## src/rtl/clk_wiz_multi_clk_wiz_if.sv

```systemverilog
// clk_wiz_multi_clk_wiz_if: enable/clock/lock bundle of the clock wizard.
// Master drives the enables; slave (the wizard) drives clocks and lock.
interface clk_wiz_multi_clk_wiz_if #(
  parameter int NUM_OUTS = 3
);
  logic [NUM_OUTS-1:0] clk_en;
  logic [NUM_OUTS-1:0] clk_out;
  logic                locked;

  modport master (
    output clk_en,
    input  clk_out,
    input  locked
  );

  modport slave (
    input  clk_en,
    output clk_out,
    output locked
  );
endinterface

```

## src/rtl/clk_wiz_multi_clk_wiz.sv

```systemverilog
// clk_wiz_multi_clk_wiz: NUM_OUTS divided clocks with lock delay and enables.
// Optional macro CLK_WIZ_PHASE_EN adds PHASE_VEC per-channel start phase.
module clk_wiz_multi_clk_wiz #(
  parameter int NUM_OUTS = 3,
  parameter int DIV_W = 8,
  parameter logic [NUM_OUTS*DIV_W-1:0] DIV_VEC =
    {8'd8, 8'd4, 8'd2},
  parameter int LOCK_CYCLES = 16
`ifdef CLK_WIZ_PHASE_EN
  ,
  parameter logic [NUM_OUTS*DIV_W-1:0] PHASE_VEC = '0
`endif
) (
  input logic clk_in1,
  input logic reset,
  clk_wiz_multi_clk_wiz_if.slave bus
);

  localparam logic [15:0] LC_M1 = 16'(LOCK_CYCLES - 1);

  if (LOCK_CYCLES < 1 || LOCK_CYCLES > 65535) begin : g_bad_lock
    $fatal(1, "LOCK_CYCLES out of range");
  end

  logic [15:0]         lock_cnt;
  logic                locked_q;
  logic [NUM_OUTS-1:0] out_w;

  // Lock delay: count edges after reset, then hold locked until reset.
  always_ff @(posedge clk_in1 or posedge reset) begin
    if (reset) begin
      lock_cnt <= '0;
      locked_q <= 1'b0;
    end else if (!locked_q) begin
      if (lock_cnt == LC_M1) begin
        locked_q <= 1'b1;
      end else begin
        lock_cnt <= lock_cnt + 16'd1;
      end
    end
  end

  for (genvar i = 0; i < NUM_OUTS; i++) begin : g_ch
    localparam int D = int'(DIV_VEC[i*DIV_W +: DIV_W]);

    if (D == 0) begin : g_bad_div
      $fatal(1, "divide ratio of 0 is illegal");
    end else if (D == 1) begin : g_d1
      logic en_q;

      // Divide-by-1: enable retimed every edge, clock gated through.
      always_ff @(posedge clk_in1 or posedge reset) begin
        if (reset) begin
          en_q <= 1'b0;
        end else begin
          en_q <= bus.clk_en[i];
        end
      end

      assign out_w[i] = clk_in1 & locked_q & en_q;
    end else begin : g_div
`ifdef CLK_WIZ_PHASE_EN
      localparam int PH = int'(PHASE_VEC[i*DIV_W +: DIV_W]);
`else
      localparam int PH = 0;
`endif
      if (PH >= D) begin : g_bad_ph
        $fatal(1, "phase must be below divide ratio");
      end

      localparam logic [DIV_W-1:0] DM1 = DIV_W'(D - 1);
      localparam logic [DIV_W-1:0] HH  = DIV_W'(D / 2);
      localparam logic [DIV_W-1:0] PRE = DIV_W'((D - PH) % D);

      logic [DIV_W-1:0] cnt;
      logic             en_q;
      logic             q;

      // Period counter; enable captured only at period start.
      always_ff @(posedge clk_in1 or posedge reset) begin
        if (reset) begin
          cnt  <= '0;
          en_q <= 1'b0;
          q    <= 1'b0;
        end else if (!locked_q) begin
          cnt <= PRE;
          q   <= 1'b0;
        end else begin
          cnt <= (cnt == DM1) ? '0 : cnt + DIV_W'(1);
          if (cnt == '0) begin
            en_q <= bus.clk_en[i];
          end
          q <= (cnt < HH) &&
               ((cnt == '0) ? bus.clk_en[i] : en_q);
        end
      end

      assign out_w[i] = q;
    end
  end

  assign bus.clk_out = out_w;
  assign bus.locked  = locked_q;

endmodule
```

## src/flat_wrapper.sv

```systemverilog
// flat-port wrapper written by rule: the top's interface ports become plain ports
module clk_wiz_multi_clk_wiz_flat 
#(
  parameter int NUM_OUTS = 3,
  parameter int DIV_W = 8,
  parameter logic [NUM_OUTS*DIV_W-1:0] DIV_VEC =
    {8'd8, 8'd4, 8'd2},
  parameter int LOCK_CYCLES = 16

)
  (clk_in1, reset, bus_clk_en, bus_clk_out, bus_locked);
  clk_wiz_multi_clk_wiz_if #(.NUM_OUTS(NUM_OUTS)) bus_i ();
  input logic clk_in1;
  input logic reset;
  input wire logic [$bits(bus_i.clk_en)-1:0] bus_clk_en;
  output wire logic [$bits(bus_i.clk_out)-1:0] bus_clk_out;
  output wire logic [$bits(bus_i.locked)-1:0] bus_locked;
  assign bus_i.clk_en = bus_clk_en;
  assign bus_clk_out = bus_i.clk_out;
  assign bus_locked = bus_i.locked;
  clk_wiz_multi_clk_wiz #(.NUM_OUTS(NUM_OUTS), .DIV_W(DIV_W), .DIV_VEC(DIV_VEC), .LOCK_CYCLES(LOCK_CYCLES)) u_core (.clk_in1(clk_in1), .reset(reset), .bus(bus_i));
endmodule
```

## config.mk

```make
export PLATFORM = sky130hd
export DESIGN_NAME = clk_wiz_multi_clk_wiz_flat
export DESIGN_NICKNAME = d
export VERILOG_FILES = /design/src/rtl/clk_wiz_multi_clk_wiz_if.sv /design/src/rtl/clk_wiz_multi_clk_wiz.sv /design/src/flat_wrapper.sv
export SDC_FILE = /design/constraint.sdc
export NUM_CORES = 1
export LEC_CHECK = 0
export CAP_MARGIN = 20
export CORE_MARGIN = 4
export CORE_UTILIZATION = 56
export CTS_BUF_LIST = sky130_fd_sc_hd__clkbuf_4
export CTS_CLUSTER_DIAMETER = 150
export DETAILED_ROUTE_END_ITERATION = 7
export PLACE_DENSITY = 0.77
export SLEW_MARGIN = 10
export SYNTH_ARGS = -nofsm -noshare
export SYNTH_HDL_FRONTEND = slang
export SYNTH_SLANG_ARGS = --single-unit
```

## constraint.sdc

```tcl
create_clock -name clk_in1 -period 1.5 [get_ports clk_in1]
set_input_delay 0.3 -clock clk_in1 [delete_from_list [all_inputs] [get_ports clk_in1]]
set_output_delay 0.3 -clock clk_in1 [all_outputs]
set_load 0.03 [all_outputs]
```

# Yosys cells after proc, flatten, opt, wreduce, memory -nomap -nowiden
# Index checks and enable logic that the tools add are counted.
dict set report totals {
  regBits 47
  in_bits 5
  output_inout_bits 4
  wordCells 45
}
dict set report classes {
  add_sub_neg 4
  order_cmp 3
  eq_ne 4
  n_mux 14
  n_bitwise 2
  n_reduce_logical 7
}
# op n
set ops {}
lappend ops {{8-bit two-way mux} 6}
lappend ops {{8-bit by 1-bit adder with 8-bit output, second input constant} 3}
lappend ops {{8-bit zero test} 3}
lappend ops {{16-bit by 1-bit adder with 16-bit output, second input constant} 1}
lappend ops {{16-bit by 4-bit equality test with 1-bit output, second input constant} 1}
lappend ops {{8-bit by 1-bit equality test with 1-bit output, second input constant} 1}
lappend ops {{8-bit by 2-bit equality test with 1-bit output, second input constant} 1}
lappend ops {{8-bit by 3-bit equality test with 1-bit output, second input constant} 1}
lappend ops {{8-bit by 1-bit < comparator with 1-bit output, second input constant} 1}
lappend ops {{8-bit by 2-bit < comparator with 1-bit output, second input constant} 1}
lappend ops {{8-bit by 3-bit < comparator with 1-bit output, second input constant} 1}
lappend ops {{1-bit two-way mux} 8}
lappend ops {{1-bit logical AND} 3}
lappend ops {{1-bit NOT} 2}
lappend ops {{2-bit AND reduction} 1}

# Depth between registers and ports, before layout
# Gate-level depths: netlist of run 1.
dict set report depth {
  depth_word 4
  depth_mapped 5
  mapped_depth_nobuf 5
}

# Least setup slack after synthesis of run 1
# OpenSTA, ideal clock, no wires.
dict set report synth_path {
  kind {flip-flop to flip-flop}
  from {register u_core.g_ch[2].g_div.cnt[3]}
  to {register u_core.g_ch[2].g_div.en_q}
  setup_ns 0.125
  t_arrival_ns 1.532
  slack_ns -0.157
  stages_incl_launch_ff 5
  synth_period_minus_slack_ns 1.657
  path_cell_list {dfrtp_1 > or4_4 > nor4b_2 > nand2_1 > mux2_4}
}
dict set report synth_via {
  elab_chain_cells 2
}
# item line
set synth_lines {}
lappend synth_lines {{start: declaration} clk_wiz_multi_clk_wiz.sv:75} ;# logic [DIV_W-1:0] cnt;
lappend synth_lines {{start signal: assignment} clk_wiz_multi_clk_wiz.sv:89} ;# cnt <= (cnt == DM1) ? '0 : cnt + DIV_W'(1);
lappend synth_lines {{8-bit zero test} clk_wiz_multi_clk_wiz.sv:90} ;# if (cnt == '0) begin
lappend synth_lines {{1-bit two-way mux} --}
lappend synth_lines {{end signal: assignment} clk_wiz_multi_clk_wiz.sv:91} ;# en_q <= bus.clk_en[i];
lappend synth_lines {{end: declaration} clk_wiz_multi_clk_wiz.sv:76} ;# logic en_q;
# No other way between the ends.
# A chain may end at the register's enable or synchronous reset.

# Final worst setup path of run 1
dict set report layout_path {
  from {register u_core.g_ch[2].g_div.cnt[7]}
  to {register u_core.g_ch[2].g_div.en_q}
}
# The elaborated chain is that of the path after synthesis.

==> flow_summary.yaml, run 1 <==
route:
  drtIter0Drc: 65
  routed_via_density: 5.33
  drt_first_pass_iters: 5
  totalWireLength_um: 3950
  drc: 0
  vias: 1499
  routedWlPerCell_um: 14.1
  final_antenna_net_count: 0
sta:
  holdWs_ps: 287
  finalMaxSlewViolations: 0
  worst_slack_ps: -204
  report.final.setup_viol: 6
  finClkSkew_ps: 4.78
  min_period_over_period: 1.14
  min_period_ps: 1700
  fmax_mhz: 587
  slew_headroom: 0.792
  rsz0062_at_grt: "true"
  finalHoldViolCount: 0
  tightest_slew_ps: 312
logic_synthesis:
  synth_top_cell_by_area: "dfrtp_1"
  syn-mean-instance-area_sq_um: 10.9
  yosysSeqAreaShare: 0.532
  synth_cells: 198
  synth_most_common_cell: "dfrtp_1"
  synthDistinctLibCells: 29
  synth-main-ff-cell: "dfrtp_1"
  yosys-top-cells-area: "dfrtp_1 (53%), xor2_1 (7.3%), xnor2_1 (5.7%)"
  yosys_warnings: 0
  synthesis.area_sq_um: 2160
  netlist_top_cells_count: "dfrtp_1 (46), nor2_1 (24), nand3_1 (21)"
  synthArstFlopShare: 1.00
  synth_enable_flop_cells: 0
  synth_top_cell_area_share: 0.532
  synth_fp_nets: 211
  synth_seq_cells: 46
clock_network:
  htree_levels: 2
  clock_latency_ps: 350
  cts_made_buffers: 5
  root_buffer: "clkbuf_4"
  clk_pin_slew_ps: 130
  clock_sinks: 46
  cts_tree: "done"
  cts_buffer_depth: 2
floorplan:
  die_height_um: 70.2
  initial_core_util: 0.586
  rows: 22
  core_sq_um: 3690
  die_x_um: 70.2
  die_area_sq_um: 4920
  io_pins: 9
placement:
  port_buffers: 8
  dp.cells: 267
  dpl.hpwl_um: 2730
  placed_area_sq_um: 2420
  gp_congestion: 0.828
power:
  p_leak_nw: 1.29
  vdd_drop_max_v: 0.000735
  powerDensity_nw_per_um2: 778
worst_setup_path:
  end_kind: "flop"
  slowest_delay_ps: 560
  regToRegSetupSlack_ps: -200
  startpoint: "u_core.g_ch[2].g_div.cnt[7]$_DFF_PP0_"
  crit_buf_inv: 0
  required_ps: 1750
  cp_slowest_cell: "or4_4"
  cp.depth: 4
  reg2reg_to: "u_core.g_ch[2].g_div.en_q$_DFFE_PP0P_"
  start_kind: "flop"
  path_cells: "or4_4, nor4b_4, nand2_1, mux2_4"
  cpLargestDelayFamily: "simple AND/OR/NAND/NOR gates"
  rr_startpoint: "u_core.g_ch[2].g_div.cnt[7]$_DFF_PP0_"
  arrival_ps: 1960
  reg2reg_depth: 4
  crit_end: "u_core.g_ch[2].g_div.en_q$_DFFE_PP0P_"
  cp_max_fo: 2
  critPathKind: "flop to flop"
hold_path:
  hold_path_class: "input pin to async pin"
status:
  violations: "setup timing"
  status: "finished, violations left"
global_route:
  grt_max_degree: 47
  grt_pass1_vias: 1559
  antenna_found_initial: 0
  grt_remaining_overflow: 0
  grt_usage: 0.179
  grt_pass1_wl_um: 7130
finish:
  fin_cells: 281
  regArea_sq_um: 1150
  multiInputGateArea_sq_um: 1040
  antenna_cells: 0
  fillers: 271
  layout-drive-gt1-share: 0.219
  finish.net_count: 245
  postLayoutCellArea_sq_um: 2650
  area_growth_pct: 22.5
flow_run:
  maxCapViolCount: 0
==> sequential cells by signal, summed over array words and instances (netlist names) <==
signal	flops
u_core.g_ch.g_div.cnt	24
u_core.bus.locked	1
u_core.g_ch.g_div.q	3
u_core.g_ch.g_div.en_q	2
u_core.lock_cnt	16
==> worst reg2reg max path, delay by kind of cell, from the launching register on <==
kind / cells / cell delay [ps]
flops: 1 / 410
simple gates: 3 / 900
mux: 1 / 300
==> area by class of cell <==
cell class,instances,area share
Clock buffer,5,0.0142
Clock inverter,3,0.0170
Timing Repair Buffer,32,0.106
Tap cell,48,0.0227
Sequential cell,46,0.434
Inverter,9,0.0127
Multi-Input combinational cell,138,0.393
==> layer usage <==
layer / track usage / routed length, um
met1: 0.218 / 1710
met2: 0.321 / 2100
met3: 0.0360 / 88
met4: 0.0511 / 45
met5: 0 / 0
==> how the worst min path moves through the flow <==
stage	from	to	slack, ps	cells past startpoint
after global placement	u_core.g_ch[2].g_div.cnt[0]$_DFF_PP0_	u_core.g_ch[2].g_div.cnt[0]$_DFF_PP0_	460	1
final	reset	u_core.lock_cnt[13]$_DFFE_PP0P_	290	3
after global routing	reset	u_core.lock_cnt[11]$_DFFE_PP0P_	300	3
after detailed placement	u_core.lock_cnt[15]$_DFFE_PP0P_	u_core.lock_cnt[15]$_DFFE_PP0P_	470	1
after CTS	reset	u_core.lock_cnt[1]$_DFFE_PP0P_	290	3
after floorplan	u_core.lock_cnt[15]$_DFFE_PP0P_	u_core.lock_cnt[15]$_DFFE_PP0P_	440	1
==> power by group <==
part	internal [mW]	switching, mW	leakage [nW]	total, mW
Sequential	1.25	0.00252	0.592	1.25
Combinational	0.0230	0.0388	0.662	0.0618
Clock	0.350	0.401	0.0374	0.750
Total	1.62	0.442	1.29	2.06
==> repair_timing <==
| item | CTS | global route |
|---|---|---|
| endpoints found under the setup margin | 17 | 23 |
| pin swaps | 11 | 6 |
| setup buffers | 4 | 2 |
| hold buffers | 0 | 0 |
| resized for setup | 13 | 12 |
| gates cloned | 0 | 0 |
==> through the flow <==
stage               setup slack (ps)  utilization  TNS, ps  power, mW
floorplan                       -157            -     -530       1.31
global placement                -161        0.657     -161       1.34
detailed placement              -186        0.657     -230       1.34
CTS                             -174        0.700     -972       2.10
global route                    -274        0.718    -1560       2.16
finish                          -204        0.718    -1110       2.06
==> layout by cell type, fill, tap and decap left out, types with 2 or more instances in the layout <==
| cell | instances |
|---|---|
| and2_1 | 4 |
| and3_1 | 9 |
| and4_1 | 4 |
| buf_4 | 20 |
| buf_6 | 4 |
| clkbuf_4 | 5 |
| clkdlybuf4s50_1 | 4 |
| clkinvlp_4 | 2 |
| dfrtp_1 | 46 |
| dlygate4sd2_1 | 3 |
| ha_1 | 7 |
| inv_1 | 8 |
| mux2_4 | 2 |
| mux2i_1 | 3 |
| nand2_1 | 10 |
| nand3_1 | 21 |
| nand4_1 | 3 |
| nor2_1 | 21 |
| nor2_2 | 3 |
| nor3_1 | 3 |
| nor4b_4 | 2 |
| or4_4 | 2 |
| xnor2_1 | 14 |
| xor2_1 | 18 |
==> logic make-up (layout without fill, tap and decap cells) <==
logic type / Yosys count / after routing / synth area share
AO/OA/AOI/OAI: 2 / 2 / 0.00810
XOR/XNOR: 32 / 32 / 0.130
adder cells (fa/ha/maj): 8 / 8 / 0.0463
buffers and inverters: 14 / 49 / 0.0301
flip-flops: 46 / 46 / 0.532
multiplexers: 6 / 6 / 0.0312
AND/OR/NAND/NOR: 90 / 90 / 0.223
(Power assumes the default switching activity.)
==> run 2, diff against run 1 <==
--- a/config.mk
+++ b/config.mk
@@ -12,6 +12,8 @@
 export CTS_CLUSTER_DIAMETER = 150
 export DETAILED_ROUTE_END_ITERATION = 7
 export PLACE_DENSITY = 0.77
+export RECOVER_POWER = 50
+export SKIP_LAST_GASP = 1
 export SLEW_MARGIN = 10
 export SYNTH_ARGS = -nofsm -noshare
 export SYNTH_HDL_FRONTEND = slang
==> flow_summary.yaml, run 2 (synthesized netlist as in run 1, its figures left out) <==
floorplan:
  io_pins: 9
  rows: 22
  die_x_um: 70.2
  die_height_um: 70.2
  core_sq_um: 3690
  initial_core_util: 0.586
  die_area_sq_um: 4920
finish:
  finish.net_count: 245
  layout_commonest_cell: "dfrtp_1"
  largest_registers: "u_core.g_ch.g_div.cnt x24, u_core.lock_cnt x16, u_core.g_ch.g_div.q x3"
  fillers: 270
  layout-drive-gt1-share: 0.219
  layout_common_cells: "dfrtp_1 (46), nand3_1 (21), nor2_1 (21), buf_4 (21), xor2_1 (18)"
  area_growth_pct: 21.6
  postLayoutCellArea_sq_um: 2630
  regMostFlops: "u_core.g_ch.g_div.cnt"
  fin_cells: 281
  largest_register_ff_count: 24
  antenna_cells: 0
route:
  totalWireLength_um: 3940
  routedWlPerCell_um: 14.0
  routed_via_density: 5.29
  final_antenna_net_count: 0
  drt_first_pass_iters: 4
  vias: 1487
  drc: 0
  drtIter0Drc: 63
worst_setup_path:
  path_cells: "or4_4, nor4b_4, nand2_1, mux2_4"
  required_ps: 1750
  cp_slowest_cell: "or4_4"
  cpLargestDelayFamily: "simple AND/OR/NAND/NOR gates"
  crit_buf_inv: 0
  cp_max_fo: 2
  reg2reg_depth: 4
  slowest_delay_ps: 560
  start_kind: "flop"
  rr_startpoint: "u_core.g_ch[2].g_div.cnt[7]$_DFF_PP0_"
  reg2reg_to: "u_core.g_ch[2].g_div.en_q$_DFFE_PP0P_"
  arrival_ps: 1960
  regToRegSetupSlack_ps: -200
  critPathKind: "flop to flop"
  end_kind: "flop"
sta:
  tns_ps: -1110
  min_period_over_period: 1.14
  fmax_mhz: 587
  finalMaxSlewViolations: 0
  min_period_ps: 1700
  slew_headroom: 0.265
  report.final.setup_viol: 6
  worst_slack_ps: -204
  rsz0062_at_grt: "true"
  finClkSkew_ps: 4.91
  tightest_slew_ps: 1100
  finalHoldViolCount: 0
power:
  powerDensity_nw_per_um2: 781
  fin_total_pwr_mw: 2.05
  p_leak_nw: 1.28
  vdd_drop_max_v: 0.000733
clock_network:
  clk_pin_slew_ps: 130
  cts_buffer_depth: 2
  clock_latency_ps: 350
  cts_tree: "done"
  cts_made_buffers: 5
  htree_levels: 2
  root_buffer: "clkbuf_4"
  clock_sinks: 46
global_route:
  grt_max_degree: 47
  antenna_found_initial: 0
  grt_pass1_vias: 1559
  grt_usage: 0.179
  grt_pass1_wl_um: 7130
  grt_remaining_overflow: 0
placement:
  port_buffers: 8
  pre_cts_slack_ps: -186
  dp.cells: 267
  dpl.hpwl_um: 2730
  gp_congestion: 0.828
  placed_area_sq_um: 2420
hold_path:
  hp-start: "u_core.lock_cnt[15]$_DFFE_PP0P_"
  hold_path_class: "flop to flop"
  hold_path_end: "u_core.lock_cnt[15]$_DFFE_PP0P_"
  hold_path_depth: 1
status:
  violations: "setup timing"
  status: "finished, violations left"
flow_run:
  maxCapViolCount: 0
==> run 2: worst max-delay path by stage <==
stage                                          start                                     to  slack (ps)  cells past startpoint
6_report       u_core.g_ch[2].g_div.cnt[7]$_DFF_PP0_  u_core.g_ch[2].g_div.en_q$_DFFE_PP0P_        -200                      4
5_1_grt        u_core.g_ch[2].g_div.cnt[7]$_DFF_PP0_  u_core.g_ch[2].g_div.en_q$_DFFE_PP0P_        -270                      4
4_1_cts        u_core.g_ch[2].g_div.cnt[7]$_DFF_PP0_  u_core.g_ch[2].g_div.en_q$_DFFE_PP0P_        -170                      4
3_5_place_dp   u_core.g_ch[2].g_div.cnt[5]$_DFF_PP0_  u_core.g_ch[2].g_div.en_q$_DFFE_PP0P_        -190                      4
3_3_place_gp   u_core.g_ch[2].g_div.cnt[5]$_DFF_PP0_  u_core.g_ch[2].g_div.en_q$_DFFE_PP0P_        -160                      4
2_1_floorplan  u_core.g_ch[2].g_div.cnt[3]$_DFF_PP0_  u_core.g_ch[2].g_div.en_q$_DFFE_PP0P_        -160                      4
==> run 2: cell type report <==
type / count / area (sq um) / share of cell area
sequential: 46 / 1150 / 0.437
inverter: 9 / 33.8 / 0.0128
clock buffer: 5 / 37.5 / 0.0143
multi-input combinational: 138 / 1040 / 0.396
clock inverter: 3 / 45.0 / 0.0171
tap: 48 / 60.1 / 0.0228
timing repair buffer: 32 / 263 / 0.0999
==> run 2: layer usage <==
layer / GRT usage / up-vias / routed length [um]
li1: - / 734 / -
met1: 0.218 / 740 / 1750
met2: 0.321 / 9 / 2070
met3: 0.0360 / 4 / 74
met4: 0.0511 / 0 / 45
met5: 0 / - / 0
==> run 2: what timing repair did <==
action | in CTS | in global routing
endpoints found under the setup margin | 17 | 23
cloned | 0 | 0
hold buffers | 0 | 0
gates resized for setup | 13 | 11
setup buffers | 4 | 2
endpoints found under the hold margin | 0 | 0
pin swaps | 11 | 6
==> run 2: stage by stage <==
| step | hold slack, ps | util |
|---|---|---|
| after CTS | 287 | 0.700 |
| after global placement | 462 | 0.657 |
| after detailed placement | 475 | 0.657 |
| final | 492 | 0.713 |
| after global routing | 520 | 0.713 |
| after floorplan | 442 | - |
==> run 2: report_power, final <==
group | leakage (nW) | switching [mW] | total [mW] | internal (mW)
logic | 0.655 | 0.0379 | 0.0563 | 0.0184
registers | 0.592 | 0.00255 | 1.25 | 1.25
clock network | 0.0374 | 0.400 | 0.749 | 0.350
total | 1.28 | 0.440 | 2.05 | 1.61
